**src/rtl/shift_ctrl_pkg.sv**
```systemverilog
// Shared definitions for the shift register command sequencer.
//   op_e     : command operation codes (3-bit field, codes 6 and 7 are unused)
//   SEL_*    : select encodings of the 4-bit universal shift register
//   state_e  : sequencer states
//   op_is_shift() : true for the five shift/rotate operations
package shift_ctrl_pkg;

  typedef enum logic [2:0] {
    OP_LOAD = 3'd0,
    OP_SHR  = 3'd1,
    OP_SHL  = 3'd2,
    OP_ROR  = 3'd3,
    OP_ROL  = 3'd4,
    OP_ASR  = 3'd5
  } op_e;

  localparam logic [1:0] SEL_HOLD = 2'b00;
  localparam logic [1:0] SEL_SHR  = 2'b01;
  localparam logic [1:0] SEL_SHL  = 2'b10;
  localparam logic [1:0] SEL_LOAD = 2'b11;

  typedef enum logic [1:0] {
    ST_IDLE  = 2'd0,
    ST_LOAD  = 2'd1,
    ST_SHIFT = 2'd2,
    ST_DONE  = 2'd3
  } state_e;

  function automatic logic op_is_shift(input logic [2:0] op);
    return (op >= 3'd1) && (op <= 3'd5);
  endfunction

endpackage

```
**src/rtl/shift_reg_controller.sv**
```systemverilog
// Command sequencer for a universal shift register (select 00 hold,
// 01 shift right, 10 shift left, 11 parallel load).
//
// Ports
//   CLK, Clear          : clock, asynchronous active-high reset
//   cmd_valid/cmd_ready : command handshake, accepted when both are high
//   cmd_op              : LOAD/SHR/SHL/ROR/ROL/ASR (6,7 complete with no action)
//   cmd_amount          : shift count, ignored for LOAD
//   cmd_data            : parallel load value
//   cmd_fill            : serial fill bit for SHR/SHL
//   stall               : pauses an in-progress shift
//   A_par               : register parallel output, feedback for rotate/ASR
//   s1, s0              : register select
//   MSB_in, LSB_in      : register serial inputs
//   I_par               : register parallel input
//   busy                : sequencer not idle
//   done                : one-cycle completion pulse
//
// state  | meaning
// IDLE   | waiting for a command, select hold
// LOAD   | parallel load of the latched data, one cycle
// SHIFT  | shifting, down-counter holds remaining shift edges
// DONE   | completion pulse, select hold
module shift_reg_controller
  import shift_ctrl_pkg::*;
#(
  parameter int WIDTH = 4,
  parameter int CNT_W = 3
) (
  input  logic             CLK,
  input  logic             Clear,
  input  logic             cmd_valid,
  output logic             cmd_ready,
  input  logic [2:0]       cmd_op,
  input  logic [CNT_W-1:0] cmd_amount,
  input  logic [WIDTH-1:0] cmd_data,
  input  logic             cmd_fill,
  input  logic             stall,
  input  logic [WIDTH-1:0] A_par,
  output logic             s1,
  output logic             s0,
  output logic             MSB_in,
  output logic             LSB_in,
  output logic [WIDTH-1:0] I_par,
  output logic             busy,
  output logic             done
);

  state_e           state_q, state_d;
  logic [2:0]       op_q, op_d;
  logic [CNT_W-1:0] cnt_q, cnt_d;
  logic [WIDTH-1:0] data_q, data_d;
  logic             fill_q, fill_d;
  logic             busy_q, busy_d;
  logic             done_q, done_d;

  logic             accept;
  logic [1:0]       sel;
  logic             msb_in_c;
  logic             lsb_in_c;
  logic [WIDTH-1:0] i_par_c;

  // Only the end bits of A_par feed back; the rest is intentionally unused.
  logic             unused_par;
  assign unused_par = ^A_par;

  // Ready drops immediately while Clear is held, independent of the state flop.
  assign cmd_ready = (state_q == ST_IDLE) && !Clear;
  assign accept    = cmd_valid && cmd_ready;

  // Next-state and latched-field computation.
  always_comb begin
    state_d = state_q;
    op_d    = op_q;
    cnt_d   = cnt_q;
    data_d  = data_q;
    fill_d  = fill_q;

    case (state_q)
      ST_IDLE: begin
        if (accept) begin
          op_d   = cmd_op;
          cnt_d  = cmd_amount;
          data_d = cmd_data;
          fill_d = cmd_fill;
          if (cmd_op == OP_LOAD) begin
            state_d = ST_LOAD;
          end else if (op_is_shift(cmd_op) && (cmd_amount != '0)) begin
            state_d = ST_SHIFT;
          end else begin
            // zero amount or unused op code: report completion only
            state_d = ST_DONE;
          end
        end
      end
      ST_LOAD: begin
        state_d = ST_DONE;
      end
      ST_SHIFT: begin
        if (!stall) begin
          cnt_d = cnt_q - CNT_W'(1);
          if (cnt_q == CNT_W'(1)) begin
            state_d = ST_DONE;
          end
        end
      end
      ST_DONE: begin
        state_d = ST_IDLE;
      end
      default: begin
        state_d = ST_IDLE;
      end
    endcase

    busy_d = (state_d != ST_IDLE);
    done_d = (state_d == ST_DONE);
  end

  always_ff @(posedge CLK or posedge Clear) begin
    if (Clear) begin
      state_q <= ST_IDLE;
      op_q    <= 3'd0;
      cnt_q   <= '0;
      data_q  <= '0;
      fill_q  <= 1'b0;
      busy_q  <= 1'b0;
      done_q  <= 1'b0;
    end else begin
      state_q <= state_d;
      op_q    <= op_d;
      cnt_q   <= cnt_d;
      data_q  <= data_d;
      fill_q  <= fill_d;
      busy_q  <= busy_d;
      done_q  <= done_d;
    end
  end

  // Register pin decode. Select depends on state, latched op and stall;
  // the serial inputs take A_par combinationally so a rotate sees the value
  // the register holds at the edge it shifts on.
  always_comb begin
    sel      = SEL_HOLD;
    msb_in_c = 1'b0;
    lsb_in_c = 1'b0;
    i_par_c  = '0;

    case (state_q)
      ST_LOAD: begin
        sel     = SEL_LOAD;
        i_par_c = data_q;
      end
      ST_SHIFT: begin
        case (op_q)
          OP_SHR: begin
            sel      = SEL_SHR;
            msb_in_c = fill_q;
          end
          OP_SHL: begin
            sel      = SEL_SHL;
            lsb_in_c = fill_q;
          end
          OP_ROR: begin
            sel      = SEL_SHR;
            msb_in_c = A_par[0];
          end
          OP_ROL: begin
            sel      = SEL_SHL;
            lsb_in_c = A_par[WIDTH-1];
          end
          OP_ASR: begin
            sel      = SEL_SHR;
            msb_in_c = A_par[WIDTH-1];
          end
          default: begin
            sel = SEL_HOLD;
          end
        endcase
        if (stall) begin
          sel = SEL_HOLD;
        end
      end
      default: begin
        sel = SEL_HOLD;
      end
    endcase
  end

  assign s1     = sel[1];
  assign s0     = sel[0];
  assign MSB_in = msb_in_c;
  assign LSB_in = lsb_in_c;
  assign I_par  = i_par_c;
  assign busy   = busy_q;
  assign done   = done_q;

endmodule

```
**config.mk**
```make
export PLATFORM = sky130hd
export DESIGN_NAME = shift_reg_controller
export DESIGN_NICKNAME = d
export VERILOG_FILES = /design/src/rtl/shift_ctrl_pkg.sv /design/src/rtl/shift_reg_controller.sv
export SDC_FILE = /design/constraint.sdc
export NUM_CORES = 1
export LEC_CHECK = 0
export ABC_AREA = 1
export BUFFER_PORTS_ARGS = -buffer_cell sky130_fd_sc_hd__buf_4
export CAP_MARGIN = 40
export CORE_MARGIN = 8
export CORE_UTILIZATION = 47
export CTS_CLUSTER_DIAMETER = 120
export CTS_CLUSTER_SIZE = 40
export DETAILED_ROUTE_END_ITERATION = 12
export GPL_ROUTABILITY_DRIVEN = 0
export PLACE_DENSITY_LB_ADDON = 0.1
export SLEW_MARGIN = 20
export SYNTH_ARGS = -nofsm -noshare
export SYNTH_HDL_FRONTEND = slang
export SYNTH_SLANG_ARGS = --single-unit
```
**constraint.sdc**
```tcl
create_clock -name CLK -period 4.3 [get_ports CLK]
set_input_delay 0.645 -clock CLK [delete_from_list [all_inputs] [get_ports CLK]]
set_output_delay 0.645 -clock CLK [all_outputs]
set_load 0.03 [all_outputs]
```
Yosys cells after proc, flatten, opt, wreduce, memory -nomap -nowiden
Cells that the tools add are included.

Register bits: 15. Bits of input ports: 19. Output and inout port bits: 11. Logic and storage cells: 53.

Add/subtract/negate cells: 1. Magnitude comparators: 2. Equality and inequality tests: 12. Multiplexer cells: 17. Reductions and logical operators: 14.

Operator list (count): 2-bit two-way mux (5); 2-bit case mux with 2 select lines (2); 2-bit case mux with 4 select lines (1); 2-bit == test, second input constant (3); 3-bit by 1-bit == test with 1-bit output, second input constant (2); 3-bit by 2-bit == test with 1-bit output, second input constant (2); 3-bit == test, second input constant (2); 3-bit two-way mux (2); 3-bit case mux with 2 select lines (1); 1-bit logical AND (4); 4-bit two-way mux (1); 2-bit inequality test, second input constant (2); 2-bit nonzero test (2); 3-bit by 1-bit greater-or-equal comparator with 1-bit output, second input constant (1); 3-bit less-or-equal comparator, second input constant (1); 3-bit zero test (1); 1-bit two-way mux (3); 1-bit case mux with 3 select lines (1); 3-bit AND reduction (1); 3-bit nonzero test (1); 3-bit OR reduction (1); 3-bit by 1-bit subtractor with 3-bit output, second input constant (1); 2-bit by 1-bit == test with 1-bit output, second input constant (1); 2-bit zero test (1); other kinds (4) (4).

Depth between registers and ports, before layout
Word-level depth: 8. Depth in mapped cells: 8. Gate-level depth less buffers: 8.

Worst setup path before layout
Ideal clock, no wire load.

Kind: flip-flop to output port. Start point: register state_q[0]. End point: output s0. Arrival time: 1.526 ns. Required time: 3.655 ns. Setup slack: 2.129 ns. Cell stages (with the launch flop): 7. Path buffers: 0. Path through: dfrtp_1 inv_1 ha_1 inv_2 nor2_4 o211ai_1 a21oi_1.

Word-level cells in the longest chain between the ends: 2. Elaborated cells between the ends (all ways): 3. Classes of those cells: 2 x eq/ne; 1 x mux.

RTL lines: start: declaration (line shift_reg_controller.sv:49) `state_e state_q, state_d;`; start signal: assignment (line shift_reg_controller.sv:129) `state_q <= state_d;`; 2-bit == test / 2-bit by 1-bit == test with 1-bit output (equally long branches) (line shift_reg_controller.sv:148) `case (state_q)`; 2-bit case mux with 2 select lines (*) (line shift_reg_controller.sv:148); end: declaration (line shift_reg_controller.sv:41) `output logic s0,`.

Every way passes the cells marked *; elsewhere a longest branch is shown, timed or not.

Worst setup path after layout
Start point: register state_q[0]. End point: output s1.

Word-level cells in the longest chain between the ends: 2. Elaborated cells between the ends (all ways): 3. Classes of those cells: 2 x eq/ne; 1 x mux.

RTL lines: 2-bit == test / 2-bit by 1-bit == test with 1-bit output (equally long branches) (line shift_reg_controller.sv:148); 2-bit case mux with 2 select lines (*) (line shift_reg_controller.sv:148); end: declaration (line shift_reg_controller.sv:40) `output logic s1,`.

Marked as above.

==> results.toml <==
[outcome]
outcome = "complete, no violations"

[timing]
finalSetupTns_ns = 0
fmax_mhz = 405
fin_crit_ns = 2.47
tightest_slew_ns = 0.359
maxSlewHeadroom_pct = 76.1
rsz0062_at_grt = "no"
finalCritPeriodShare_pct = 57.5
setup_viol = 0
finalClockSkew_ns = 0.00365
drv_slew = 0
hold_viol = 0

[routing]
drc = 0
firstDrtPassIters = 4
route.met3.wl_um = 152
met2_length_um = 1110
drtIter0Drc = 34
antenna_left = 0
wl_per_cell_um = 12.0
met1Wirelength_um = 924
vias = 888
routed.top_layer = "met4"
via_per_inst = 4.80
wl_um = 2220

[synth]
synth.largest_area_cell = "dfrtp_1"
post_synth_and_or_nand_nor_area_fraction_pct = 28.6
ys.flop_type = "dfrtp_1"
syn_area_um2 = 942
synth_top_family_by_area = "simple AND/OR/NAND/NOR gates"
synth.area.top_cells = "dfrtp_1 40%, nand2_1 16%, inv_1 8.8%"
synth.avg_cell_area_um2 = 7.36
synth_fa_ha_area_share_pct = 7.97
synth_warnings = 0
synth_cell_types = 21
synth.most_common_cell = "nand2_1"
ys_top_cells_by_count = "39 x nand2_1, 22 x inv_1, 15 x dfrtp_1"
ys_ff_latch = 15
synth-seq-area-share_pct = 39.8
synth_compound_area_share_pct = 12.5
muxShareOfSynthArea_pct = 0
syn_inst = 128
synth.top_cell.area_share_pct = 39.8
synth_enable_flop_cells = 0
synth_fp_nets = 153
ys_async_sr_fraction_pct = 100
synth_xor_area_share_pct = 0

[clock_network]
clk_pin_slew_ns = 0.09
cts-buffers-inserted = 3
htreeDepth = 1
cts_root_buf = "clkbuf_4"
cts_hold_buf = 0
cts_setup_buffers = 0
clock_sinks = 15
clock_latency_ns = 0.29
cts_resized = 0
tritoncts = "built"
clk_path_buf_depth = 2

[layout]
drive_above_1_share_pct = 25.9
multi_input_area_um2 = 462
ff_latch_area_um2 = 375
antenna_cells = 0
area_delta_synth_final_pct = 26.7
postLayoutCellArea_um2 = 1190
nFillCells = 179
final_net_count = 184

[floorplan]
ios = 30
die_w_um = 60.8
floorplan.initialDensity_pct = 49.0
rows = 16
die_height_um = 60.8
core-area_um2 = 1920
die_area_um2 = 3690

[placed_design]
dpl.hpwl_um = 1750
place_area_um2 = 1170
port_buffers = 27

[worst_setup_path]
crit_path_end_kind = "output port"
crit_path_start_kind = "flip-flop"
critPathMaxStageDelay_ns = 0.42
worstSetupPathType = "flip-flop to output port"
arrival_ns = 1.83
timing.critical_path.buf_inv = 3
worst_ep_required_time_ns = 3.65
crit_family = "buffers and inverters"
cp_cell_sequence = "inv_1 -> ha_1 -> inv_2 -> nor2_4 -> nand3_1 -> a21oi_1 -> buf_4"
crit_fanout = 7
crit_slowest_cell = "dfrtp_1"

[global_route]
grt_usage_pct = 13.3
grt_pass1_vias = 909
grt_max_degree = 18
grt_pass1_wl_um = 3700
antenna_found_initial = 0
globalRouteOverflowTotal = 0

[pwr]
powerDensity_nw_per_um2 = 641
p_leak_nw = 0.677
ir_drop_mv = 0.315

[run]
drv_cap = 0

[worst_hold_path]
hold_path_class = "input pin to async pin"
-- path summary, 6_finish.rpt --
path	start	endpoint	slack (ns)	cells after the start
max	state_q[0]$_DFF_PP0_	s1	1.83	7
min	Clear	data_q[0]$_DFFE_PP0P_	0.32	2
max reg2reg	state_q[0]$_DFF_PP0_	done$_DFF_PP0_	2.54	8
min reg2reg	data_q[3]$_DFFE_PP0P_	data_q[3]$_DFFE_PP0P_	0.49	2
max in group asynchronous	Clear	cnt_q[1]$_DFFE_PP0P_	3.72	2
min in group CLK	data_q[3]$_DFFE_PP0P_	data_q[3]$_DFFE_PP0P_	0.49	2
-- placed cells by master, fill, tap and decap left out, drive strengths merged --
master / netlist / routed
a21oi: 7 / 7
a31oi: 1 / 1
buf: 1 / 27
clkbuf: 0 / 4
dfrtp: 15 / 15
ha: 6 / 6
inv: 25 / 25
nand2: 42 / 42
nand3: 8 / 8
nand4: 3 / 3
nor2: 7 / 7
o211ai: 1 / 1
o21a: 1 / 1
o21ai: 10 / 10
or2: 1 / 1
-- where the power goes --
group,total [mW],switching (mW),leakage (nW),internal [mW]
Combinational,0.429,0.271,0.481,0.157
Clock,0.0826,0.0465,0.0150,0.0361
Sequential,0.253,0.0456,0.182,0.208
Total,0.765,0.364,0.677,0.401
-- routing by layer --
layer	GRT usage (%)	vias up
met1	14.1	398
met3	3.60	5
met4	6.64	0
li1	-	462
met5	0	-
met2	23.7	23
-- sequential cells by signal (all words and copies together), names as in the netlist --
name / cells
fill_q: 1
cnt_q: 3
state_q: 2
op_q: 3
busy: 1
data_q: 4
done: 1
-- layout make-up --
class | instances | share of cell area (%)
multi-input combinational | 87 | 38.7
sequential | 15 | 31.4
timing repair buffer | 27 | 17.0
inverter | 25 | 7.86
tap | 27 | 2.83
clock buffer | 4 | 2.20
-- cell families after synthesis --
kind of cell / Yosys count
buf+inv: 26
compound gates: 20
flops: 15
simple gates: 61
fa+ha+maj: 6
-- through the flow --
stage | cells | hold WS [ns] | setup slack [ns] | power [mW] | util (%)
2_1_floorplan | 128 | 0.449 | 2.13 | 0.568 | -
4_1_cts | 185 | 0.330 | 1.80 | 0.773 | 62.1
3_5_place_dp | 181 | 0.466 | 2.13 | 0.687 | 60.7
3_3_place_gp | 181 | 0.462 | 2.18 | 0.669 | 60.7
6_report | 185 | 0.318 | 1.83 | 0.765 | 62.1
5_1_grt | 185 | 0.347 | 1.72 | 0.842 | 62.1
No activity file was read; power rests on OpenSTA's default activity.
